[config.mk]
export PLATFORM = sky130hd
export DESIGN_NAME = shift_pipelined_param
export DESIGN_NICKNAME = d
export VERILOG_FILES = /design/src/rtl/shift_pipelined_param.sv
export SDC_FILE = /design/constraint.sdc
export NUM_CORES = 1
export LEC_CHECK = 0
export ABC_AREA = 1
export CORE_MARGIN = 2
export CORE_UTILIZATION = 30
export CTS_BUF_LIST = sky130_fd_sc_hd__clkbuf_8 sky130_fd_sc_hd__clkbuf_16
export DETAILED_ROUTE_END_ITERATION = 7
export GPL_ROUTABILITY_DRIVEN = 0
export GPL_TIMING_DRIVEN = 1
export SETUP_SLACK_MARGIN = 0.3
export SLEW_MARGIN = 20
export SYNTH_ARGS = -nofsm -noshare
export SYNTH_HDL_FRONTEND = slang
export SYNTH_SLANG_ARGS = --single-unit
[constraint.sdc]
create_clock -name clock -period 3.6 [get_ports clock]
set_clock_uncertainty 0.15 [all_clocks]
set_input_delay 0.72 -clock clock [delete_from_list [all_inputs] [get_ports clock]]
set_output_delay 0.72 -clock clock [all_outputs]
set_load 0.01 [all_outputs]
[src/rtl/shift_pipelined_param.sv]
// Pipelined barrel shifter (SLL/SRL/SRA/ROR) with one power-of-two shift step per
// registered stage and valid/ready flow control on both sides.
module shift_pipelined_param #(
    parameter int WIDTH = 32,
    parameter int TAG_W = 5,
    localparam int SHAMT_W = $clog2(WIDTH)
) (
    input  logic               clock,
    input  logic               reset_n,
    input  logic               in_valid,
    output logic               in_ready,
    input  logic [WIDTH-1:0]   in_data,
    input  logic [SHAMT_W-1:0] in_shamt,
    input  logic [1:0]         in_op,
    input  logic [TAG_W-1:0]   in_tag,
    output logic               out_valid,
    input  logic               out_ready,
    output logic [WIDTH-1:0]   out_data,
    output logic [TAG_W-1:0]   out_tag
);
    localparam logic [1:0] OP_SLL = 2'b00;
    localparam logic [1:0] OP_SRL = 2'b01;
    localparam logic [1:0] OP_SRA = 2'b10;

    logic [SHAMT_W-1:0] stage_valid;
    logic [SHAMT_W-1:0] adv;

    // Advance chain is combinational back from out_ready; there is no skid buffer.
    always_comb begin
        adv = '0;
        adv[SHAMT_W-1] = !stage_valid[SHAMT_W-1] || out_ready;
        for (int k = SHAMT_W - 2; k >= 0; k--) begin
            adv[k] = !stage_valid[k] || adv[k+1];
        end
    end

    assign in_ready = reset_n && adv[0];

    genvar gi;
    generate
        for (gi = 0; gi < SHAMT_W; gi++) begin : g_stage
            localparam int AMT = 1 << gi;
            // Each stage only carries the shift bits still to be applied downstream.
            localparam int RW  = SHAMT_W - gi;

            logic               src_valid;
            logic [WIDTH-1:0]   src_data;
            logic [RW-1:0]      src_shamt;
            logic [1:0]         src_op;
            logic [TAG_W-1:0]   src_tag;
            logic               valid_q;
            logic [WIDTH-1:0]   data_q;
            logic [WIDTH-1:0]   data_d;
            logic [TAG_W-1:0]   tag_q;

            if (gi == 0) begin : g_head
                assign src_valid = in_valid;
                assign src_data  = in_data;
                assign src_shamt = in_shamt;
                assign src_op    = in_op;
                assign src_tag   = in_tag;
            end else begin : g_body
                assign src_valid = g_stage[gi-1].valid_q;
                assign src_data  = g_stage[gi-1].data_q;
                assign src_shamt = g_stage[gi-1].g_fwd.rem_q;
                assign src_op    = g_stage[gi-1].g_fwd.op_q;
                assign src_tag   = g_stage[gi-1].tag_q;
            end

            always_comb begin
                data_d = src_data;
                if (src_shamt[0]) begin
                    case (src_op)
                        OP_SLL:  data_d = {src_data[WIDTH-1-AMT:0], {AMT{1'b0}}};
                        OP_SRL:  data_d = {{AMT{1'b0}}, src_data[WIDTH-1:AMT]};
                        OP_SRA:  data_d = {{AMT{src_data[WIDTH-1]}}, src_data[WIDTH-1:AMT]};
                        default: data_d = {src_data[AMT-1:0], src_data[WIDTH-1:AMT]};
                    endcase
                end
            end

            always_ff @(posedge clock) begin
                if (!reset_n) begin
                    valid_q <= 1'b0;
                    data_q  <= '0;
                    tag_q   <= '0;
                end else if (adv[gi]) begin
                    valid_q <= src_valid;
                    if (src_valid) begin
                        data_q <= data_d;
                        tag_q  <= src_tag;
                    end
                end
            end

            if (gi < SHAMT_W - 1) begin : g_fwd
                logic [RW-2:0] rem_q;
                logic [1:0]    op_q;

                always_ff @(posedge clock) begin
                    if (!reset_n) begin
                        rem_q <= '0;
                        op_q  <= '0;
                    end else if (adv[gi] && src_valid) begin
                        rem_q <= src_shamt[RW-1:1];
                        op_q  <= src_op;
                    end
                end
            end

            assign stage_valid[gi] = valid_q;
        end
    endgenerate

    assign out_valid = g_stage[SHAMT_W-1].valid_q;
    assign out_data  = g_stage[SHAMT_W-1].data_q;
    assign out_tag   = g_stage[SHAMT_W-1].tag_q;
endmodule

# After elaboration in Yosys (flattened, before gate mapping)
# Cells that the tools add are included.
# W data, S select, Z words.
totals:
  reg_bits: 208
  output_inout_bits: 39
  elab_cells: 68
classes:
  eq_ne: 10
  n_mux: 10
  reduce_logical: 25
ops:
  columns: ["operator", "n"]
  rows:
  - ["$pmux W32 S3", 5]
  - ["$mux W32", 5]
  - ["$eq A2 B1 Y1 const B", 5]
  - ["$eq A2 B2 Y1 const B", 5]
  - ["$logic_not A2 Y1", 5]
  - ["$reduce_and A2 Y1", 5]
  - ["$logic_and A1 B1 Y1", 5]
  - ["$logic_not A1 Y1", 5]
  - ["$logic_or A1 B1 Y1", 5]

# Longest topological paths before layout
# Gate-level depths: netlist of the first run.
logic_depth:
  depth_word: 7
  ltp_mapped: 10
  ltp_nobuf: 8

# Worst setup path after synthesis of the first run
# Ideal clock, no wire load.
synth_path:
  kind: "input to output"
  startpoint: "in reset_n"
  endpoint: "out in_ready"
  arrival_time_ns: 1.405
  required_ns: 2.730
  setup_slack_ns: 1.325
  stages: 3
  n_path_buf: 1
  path_cell_list: "clkbuf_1 clkinv_1 a21oi_1"
synth_between:
  elab_chain_cells: 1
synth_rtl:
  columns: ["element", "line_no", "source"]
  rows:
  - ["start: declaration", "9", "input logic reset_n,"]
  - ["$logic_and A1 B1 Y1", "37", "assign in_ready = reset_n && adv[0];"]
  - ["end: declaration", "11", "output logic in_ready,"]
# Every way passes these cells.

# Worst setup path in the final report of the first run
layout_path:
  startpoint: "in out_ready"
  endpoint: "out in_ready"
layout_between:
  elab_chain_cells: 6
layout_rtl:
  columns: ["element", "line_no", "source"]
  rows:
  - ["start: declaration", "17", "input logic out_ready,"]
  - ["$logic_or A1 B1 Y1", "31", "adv[SHAMT_W-1] = !stage_valid[SHAMT_W-1] || out_ready;"]
  - ["$logic_or A1 B1 Y1 (4 in series)", "33", "adv[k] = !stage_valid[k] || adv[k+1];"]
  - ["$logic_and A1 B1 Y1", "37", null]
# Every way passes these cells.

==> results of run 1 <==
through the flow:
stage	power [mW]	hold slack (ns)	utilization	worst slack (ns)
global placement	3.31	0.317	0.336	0.298
finish	5.61	0.329	0.358	0.375
CTS	5.67	0.334	0.358	0.385
global route	5.90	0.364	0.358	0.333
floorplan	3.09	0.296	-	1.33
detailed placement	3.32	0.320	0.336	0.305
sequential cells by signal, summed over array words and instances (netlist names):
register             cells
g_stage.data_q         128
g_stage.g_fwd.op_q       8
g_stage.g_fwd.rem_q     10
g_stage.tag_q           20
g_stage.valid_q          4
out_data                32
out_tag                  5
out_valid                1
critical path, stage by stage:
cell and delay (ns):
clkdlybuf4s50_1 0.45, inv_1 0.06, nand3_2 0.08, nor2_2 0.06
nand2_1 0.11, inv_1 0.07, a21oi_2 0.22, clkdlybuf4s50_1 0.59
metal layers:
| layer | part of all wire | wire length (um) | track usage | vias up |
|---|---|---|---|---|
| met5 | 0 | 0 | 0 | - |
| met4 | 0.017 | 473 | 0.0346 | 0 |
| met3 | 0.046 | 1270 | 0.0206 | 30 |
| met2 | 0.45 | 12400 | 0.242 | 232 |
| met1 | 0.49 | 13500 | 0.208 | 4615 |
| li1 | - | - | - | 5369 |
cells in the mapped netlist:
cell type / instances
nand2_1: 344
nor2_1: 301
o21ai_0: 245
dfxtp_1: 208
inv_1: 144
a21oi_1: 125
nand3_1: 78
clkbuf_1: 73
o22ai_1: 28
a31oi_1: 26
buf_2: 22
or2_2: 17
buf_1: 14
buf_4: 10
nand3b_1: 9
inv_2: 4
nor2_2: 3
o21ai_1: 3
clkinv_1: 2
nand3_2: 2
a31oi_2: 1
buf_6: 1
nand2_2: 1
xor2_1: 1
area by class of cell:
class	instances	area [um^2]	area share
inverter	150	563	0.0455
clock inverter	12	58.8	0.00475
sequential	208	4160	0.336
multi-input combinational	1184	5280	0.426
tap	455	569	0.0460
clock buffer	31	708	0.0572
timing repair buffer	108	1040	0.0837
worst min-delay path by stage:
| stage | cells after the start | endpoint | slack, ns | from |
|---|---|---|---|---|
| finish | 2 | g_stage[2].g_fwd.rem_q[1] | 0.33 | g_stage[2].g_fwd.rem_q[1] |
| global route | 2 | g_stage[2].data_q[1] | 0.36 | g_stage[2].data_q[1] |
| CTS | 2 | g_stage[2].g_fwd.rem_q[1] | 0.33 | g_stage[2].g_fwd.rem_q[1] |
| detailed placement | 2 | g_stage[2].g_fwd.rem_q[1] | 0.32 | g_stage[2].g_fwd.rem_q[1] |
| global placement | 2 | g_stage[1].tag_q[0] | 0.32 | g_stage[1].tag_q[0] |
| floorplan | 2 | g_stage[0].g_fwd.rem_q[1] | 0.30 | g_stage[0].g_fwd.rem_q[1] |
power by group:
part / switching, mW / internal [mW]
Sequential: 0.0766 / 2.42
Clock: 0.956 / 1.38
Combinational: 0.496 / 0.285
timing repair:
item,CTS,global route
setup endpoints to repair,1,0
resized for setup,1,0
buffers inserted,0,0
hold endpoints to repair,0,0
kinds of logic (layout without fill, tap and decap cells):
group | after synthesis | count (layout) | synth area share
compound gates | 428 | 428 | 0.211
buf+inv | 270 | 301 | 0.103
simple gates | 755 | 755 | 0.288
flops | 208 | 208 | 0.396
xor+xnor | 1 | 1 | 0.000834
==> run metrics, run 1 <==
Non-Filler Instances about 2100; nets approximately 1700; mean post-synth cell area 6.32 um^2; worst-margin pin slew 1.11 ns; Synth-to-Final Area Change 17.8%; worst r2r path cells 8; Final min period 3.23 ns; Worst EP arrival between 2 and 2.5 ns; HPWL Detailed about 19000 um; Netlist cell types 24; Max Cap Violations 0; vias around 10000; critical path required time around 2.7 ns; top cell type by total area after synthesis dfxtp_1; PwrDens roughly 450 mW/mm^2; Buffers on Ports between 80 and 90; worst reg2reg path startpoint g_stage[0].g_fwd.op_q[1]; GRT Residual Overflow 0; # DRC 0; first-pass GRT wire length 45700 um; GRT Total Usage 0.149; die area about 0.037 mm^2; Leakage Power approximately 5.3 nW; final wirelength approximately 28000 um; CTS tree built; CP Capture Point in_ready; pin count of the biggest net entering global routing 200; crit path kind in -> out; Initial Utilization 0.304; final setup fails 0; CP startpoint out_ready; TritonRoute pass-1 iters 5; RSZ-0062 raised after global routing no; capturing point of the worst reg2reg path g_stage[1].data_q[10]; design area around 0.012 mm^2; CTS root buf clkbuf_16; register area share after synthesis 0.396; cell row count approximately 70; post-route clock period utilization 0.896; top cells by area, synth dfxtp_1 (40%), nand2_1 (12%), o21ai_0 (12%); Reg2Reg Setup Slack between 1 and 1.5 ns; vias in the first global route 9246; Vias per Instance between 4 and 5; leading cell types in the layout, fill and taps excluded nand2_1 (342), nor2_1 (301), o21ai_0 (245), dfxtp_1 (208), inv_1 (147); Hold Buf Count CTS 0; die height approximately 190 um; core area between 0.03 and 0.04 mm^2; Worst setup SP type input pin; biggest fanout along the worst timing path 3; Max Buffers Root-to-Sink 3; Max Clock Freq about 0.31 GHz; Cells after DPL roughly 2100; Mapped Nets approximately 1700; CP endpoint kind primary output; min-delay worst type reg -> reg; Final Hold Fails 0; # fillers between 3000 and 4000; synthesized cell area 0.0105 mm^2; clock sinks between 200 and 250; clk slew on worst S/H paths roughly 0.060 ns; status completed; Synth Register Bits around 210; ANT cells 0; Antenna Nets Post-Route 0; most common cell after layout, fill and taps aside nand2_1; VDD IR-drop max 0.340 mV; Wirelength per Cell ~13 um; Final Max Tran Viols 0; H-tree levels 1; dpl cell area between 0.01 and 0.015 mm^2; Setup TNS 0 ns; Top Ports 87; CTS buffer count 24; clock latency at the later pin of the worst-skew pair around 0.51 ns; die width around 190 um; initial antenna violation count 0; initial DRC count 734; Synth Instances between 1500 and 2000; yosys warns 0; post-synth top area share 0.396; Max transition margin 0.260; share of layout cells above drive strength 1 0.0561
(Power assumes the default switching activity.)
==> run 2: changes to the inputs <==
- CELL_PAD_IN_SITES_DETAIL_PLACEMENT: not set -> 1
- CELL_PAD_IN_SITES_GLOBAL_PLACEMENT: not set -> 1
- PLACE_DENSITY_LB_ADDON: not set -> 0.1
==> run metrics, run 2 (synthesis results as in run 1) <==
NetSw 1.63 mW (+6.5%); Hold WS 0.325 ns (-0.00436 ns); CTS buffer count 25 (+4.2%); dpl ws 0.541 ns (+0.236 ns); Max transition margin 0.334 (+0.0741); Clock Power Share 0.428 (+0.012); CTS root buf clkbuf_16; Top Ports 87 (unchanged); post-route clock period utilization 0.849 (-0.0467); PwrDens 465 mW/mm^2 (+2.6%); post-layout worst setup margin 0.543 ns (+0.168 ns); critical path required time 2.73 ns (about the same); CP startpoint out_ready; capturing point of the worst reg2reg path g_stage[2].data_q[5]; Worst setup SP type input pin; Cells after DPL 2102 (-0.14%); cell row count 68 (unchanged); cell internal pwr 4.14 mW (+1.6%); leading cell types in the layout, fill and taps excluded nand2_1 (342), nor2_1 (300), o21ai_0 (245), dfxtp_1 (208), inv_1 (153); worst r2r path cells 7 (-1); grt met1 use 0.243 (+0.0345); Worst EP arrival 2.19 ns (-0.17 ns); share of layout cells above drive strength 1 0.0538 (-0.00236); Non-Filler Instances 2148 (unchanged); CTS tree built; Final Hold Fails 0 (unchanged); sequential share of power 0.433 (-0.012); first-pass GRT wire length 53900 um (+18%); final setup fails 0 (unchanged); M2 GR Usage 0.312 (+0.0705); Wirelength per Cell 15.4 um (+19%); most common cell after layout, fill and taps aside nand2_1; vias 10400 (+1.3%); pin count of the biggest net entering global routing 200 (unchanged); die width 191 um (unchanged); Setup TNS 0 ns (unchanged); switching share of total power 0.282 (+0.00944); core area 0.0345 mm^2 (unchanged); TritonRoute pass-1 iters 4 (-1); status completed; Reg2Reg Setup Slack 1.41 ns (about the same); crit path kind in -> out; VDD IR-drop max 0.281 mV (-17%); die area 0.0365 mm^2 (unchanged); sequential cell area 0.00416 mm^2 (unchanged); initial antenna violation count 0 (unchanged); HPWL Detailed 22400 um (+20%); H-tree levels 1 (unchanged); postcts setup bufs 0 (unchanged); initial DRC count 505 (-31%); clk slew on worst S/H paths 0.06 ns (about the same); CP Capture Point in_ready; Leakage Power 5.36 nW (+0.63%); ANT cells 0 (unchanged); CTS resizes 0 (-1); Synth-to-Final Area Change 18.2%; Tot Pwr 5.77 mW (+2.9%); Comb power frac 0.139 (about the same); Hold Buf Count CTS 0 (unchanged); worst reg2reg path startpoint g_stage[1].g_fwd.op_q[1]; GRT Residual Overflow 0 (unchanged); Top Usage Layer GRT met2; Vias per Instance 4.83 (+1.3%); worst-margin pin slew 0.998 ns (-0.108 ns); # fillers 4491 (+18%); min-delay worst type reg -> reg; Reg with most FFs g_stage.data_q; Buffers on Ports 86 (unchanged); CP endpoint kind primary output; HP Start g_stage[0].tag_q[0]; GRT Total Usage 0.180 (+0.0312); # DRC 0 (unchanged); vias in the first global route 10200 (+9.9%); max reg flops 128 (unchanged); die height 191 um (unchanged); biggest fanout along the worst timing path 3 (unchanged); nets 1722 (-0.12%); area of the multi-input gates 0.00528 mm^2 (+0.12%); grt met3 use 0.0185 (-0.00202); Antenna Nets Post-Route 0 (unchanged); Final min period 3.06 ns (-0.168 ns); Final Max Tran Viols 0 (unchanged); Max Cap Violations 0 (unchanged); RSZ-0062 raised after global routing no; Initial Utilization 0.304 (unchanged); Max Clock Freq 0.327 GHz (+5.5%); clock sinks 208 (unchanged); final wirelength 33000 um (+19%); clock latency at the later pin of the worst-skew pair 0.54 ns (+0.03 ns); Max Buffers Root-to-Sink 3 (unchanged)
==> run 2: cell count changes in the layout (fill, tap and decap cells not counted), moves of 2 or more <==
cell | before | now
inv_1 | 147 | 153
buf_4 | 22 | 17
clkinv_2 | 8 | 5
buf_12 | 1 | 3
==> run 2: how the worst min path moves through the flow <==
stage                           endpoint  slack, ns  cells past startpoint
2_1_floorplan  g_stage[0].g_fwd.rem_q[1]       0.30                      2
3_3_place_gp         g_stage[1].tag_q[0]       0.31                      2
3_5_place_dp         g_stage[0].tag_q[0]       0.31                      2
4_1_cts              g_stage[0].tag_q[0]       0.33                      2
5_1_grt              g_stage[3].tag_q[2]       0.36                      2
6_report             g_stage[0].tag_q[0]       0.33                      2
==> run 2: worst max-delay path, stage by stage <==
cell             delay (ns)
clkdlybuf4s50_1        0.46
inv_1                  0.05
nand3_2                0.08
nor2_2                 0.05
nand2_1                0.10
inv_1                  0.05
a21oi_1                0.13
clkdlybuf4s50_1        0.55
==> run 2: per-stage QoR <==
| step | area [um^2] | util |
|---|---|---|
| 6_report | 12400 | 0.359 |
| 5_1_grt | 12400 | 0.359 |
| 4_1_cts | 12400 | 0.359 |
| 3_5_place_dp | 11600 | 0.336 |
| 3_3_place_gp | 11600 | 0.336 |
| 2_1_floorplan | 10500 | - |
==> run 2: layout make-up <==
cell class,instances,share of cell area
well taps,455,0.0459
clock inverters,16,0.00877
flip-flops and latches,208,0.335
repair buffers,105,0.0832
inverters,150,0.0453
clock buffers,30,0.0559
multi-input cells,1184,0.425
==> run 2: metal layers <==
layer / vias to the layer above / wire length, um
met5: - / 0
met4: 0 / 408
met3: 28 / 838
met2: 104 / 15800
met1: 4891 / 16000
li1: 5360 / -
==> run 2: power groups by stage <==
stage	logic (mW)	clock network [mW]	registers, mW
floorplan	0.567	0	2.52
finish	0.805	2.47	2.50
global placement	0.804	0	2.55
global route	0.930	2.64	2.51
CTS	0.818	2.54	2.50
detailed placement	0.813	0	2.55
==> run 3: changes to the inputs <==
- clock period: 3.6 -> 2.85 ns (I/O delays scaled with it)
==> run metrics, run 3 (synthesis results as in run 1) <==
max reg flops 128 (unchanged); Setup TNS 0 ns (unchanged); Initial Utilization 0.304 (unchanged); initial antenna violation count 0 (unchanged); leading cell types in the layout, fill and taps excluded nand2_1 (342), nor2_1 (301), o21ai_0 (245), dfxtp_1 (208), inv_1 (150); Final Max Tran Viols 0 (unchanged); min-delay worst type reg -> reg; CTS buffer count 26 (+4.0%); Final Hold Fails 0 (unchanged); post-route clock period utilization 0.858; clock sinks 208 (unchanged); cell row count 68 (unchanged); Hold WS 0.325 ns (+0.000211 ns); Hold Buf Count CTS 0 (unchanged); die height 191 um (unchanged); vias in the first global route 10200 (+0.18%); CTS root buf clkbuf_16; Synth-to-Final Area Change 20.3%; Leakage Power 5.46 nW (+1.9%); ANT cells 0 (unchanged); Tot Pwr 7.43 mW (+29%); share of layout cells above drive strength 1 0.0604 (+0.00666); Antenna Nets Post-Route 0 (unchanged); Worst EP arrival 1.72 ns (-0.47 ns); Max Buffers Root-to-Sink 3 (unchanged); critical path required time 2.13 ns (-0.60 ns); status completed; first-pass GRT wire length 53500 um (-0.69%); initial DRC count 436 (-14%); die width 191 um (unchanged); HPWL Detailed 22900 um (+2.0%); Max Cap Violations 0 (unchanged); final wirelength 32800 um (-0.44%); Worst setup SP type input pin; biggest fanout along the worst timing path 3 (unchanged); GRT Residual Overflow 0 (unchanged); Top Ports 87 (unchanged); # DRC 0 (unchanged); clock latency at the later pin of the worst-skew pair 0.53 ns (about the same); die area 0.0365 mm^2 (unchanged); Vias per Instance 4.84 (about the same); worst-margin pin slew 0.871 ns (-0.127 ns); pin count of the biggest net entering global routing 200 (unchanged); Max transition margin 0.420 (+0.0854); CP endpoint kind primary output; Reg with most FFs g_stage.data_q; most common cell after layout, fill and taps aside nand2_1; vias 10400 (+0.61%); Buffers on Ports 86 (unchanged); nets 1735 (+0.75%); PwrDens 588 mW/mm^2 (+26%); Wirelength per Cell 15.2 um (-1.0%); Max Clock Freq ~0.4 GHz; clk slew on worst S/H paths 0.05 ns (about the same); GRT Total Usage 0.180 (about the same); H-tree levels 1 (unchanged); TritonRoute pass-1 iters 4 (unchanged); RSZ-0062 raised after global routing no; final setup fails 0 (unchanged); crit path kind in -> out; VDD IR-drop max 0.386 mV (+38%); core area 0.0345 mm^2 (unchanged); CTS tree built; Final min period 2.44 ns
[run 3: path summary, 6_finish.rpt]
kind                              from                        end  slack (ns)  cells after the start
min reg2reg  g_stage[0].g_fwd.rem_q[2]  g_stage[0].g_fwd.rem_q[2]        0.33                      2
max reg2reg         g_stage[3].valid_q       g_stage[1].data_q[9]        1.02                      9
min          g_stage[0].g_fwd.rem_q[2]  g_stage[0].g_fwd.rem_q[2]        0.33                      2
max                          out_ready                   in_ready        0.41                      8
[run 3: cell type report]
type / count / area (um^2)
clock inverter: 11 / 82.6
inverter: 150 / 563
multi-input combinational: 1184 / 5280
clock buffer: 35 / 774
sequential: 208 / 4160
tap: 455 / 569
timing repair buffer: 117 / 1210
fill: 4427 / 21900
[run 3: routing by layer]
layer	GRT usage	routed length, um	up-vias
met4	0.0349	427	0
met1	0.239	15600	4932
met5	0	0	-
met2	0.317	15900	96
met3	0.0167	855	27
li1	-	-	5391
[run 3: power by group]
part / leakage, nW / total, mW / internal, mW / switching [mW]
Combinational: 3.31 / 1.05 / 0.379 / 0.667
Clock: 0.451 / 3.23 / 1.97 / 1.26
Sequential: 1.70 / 3.15 / 3.06 / 0.0954
Total: 5.46 / 7.43 / 5.41 / 2.02
[run 3: worst max-delay path, cell delays in order]
cell and delay (ns):
clkdlybuf4s50_1 0.48, inv_2 0.05, nand3_4 0.07, nor2_4 0.04
nand2_1 0.07, inv_1 0.04, a21oi_1 0.11, dlygate4sd2_1 0.28
[run 3: what timing repair did]
action / 4_1_cts / 5_1_grt
setup buffers: 0 / 0
cloned: 0 / 0
gates resized for setup: 1 / 3
setup endpoints to repair: 1 / 1
[run 3: metrics by stage]
step / setup slack, ns / utilization / instance area [um^2] / instances
3_3_place_gp: 0.124 / 0.341 / 11800 / 2114
4_1_cts: 0.363 / 0.366 / 12600 / 2160
3_5_place_dp: 0.113 / 0.341 / 11800 / 2114
6_report: 0.405 / 0.366 / 12600 / 2160
5_1_grt: 0.322 / 0.366 / 12600 / 2160
2_1_floorplan: 0.875 / - / 10500 / 1662
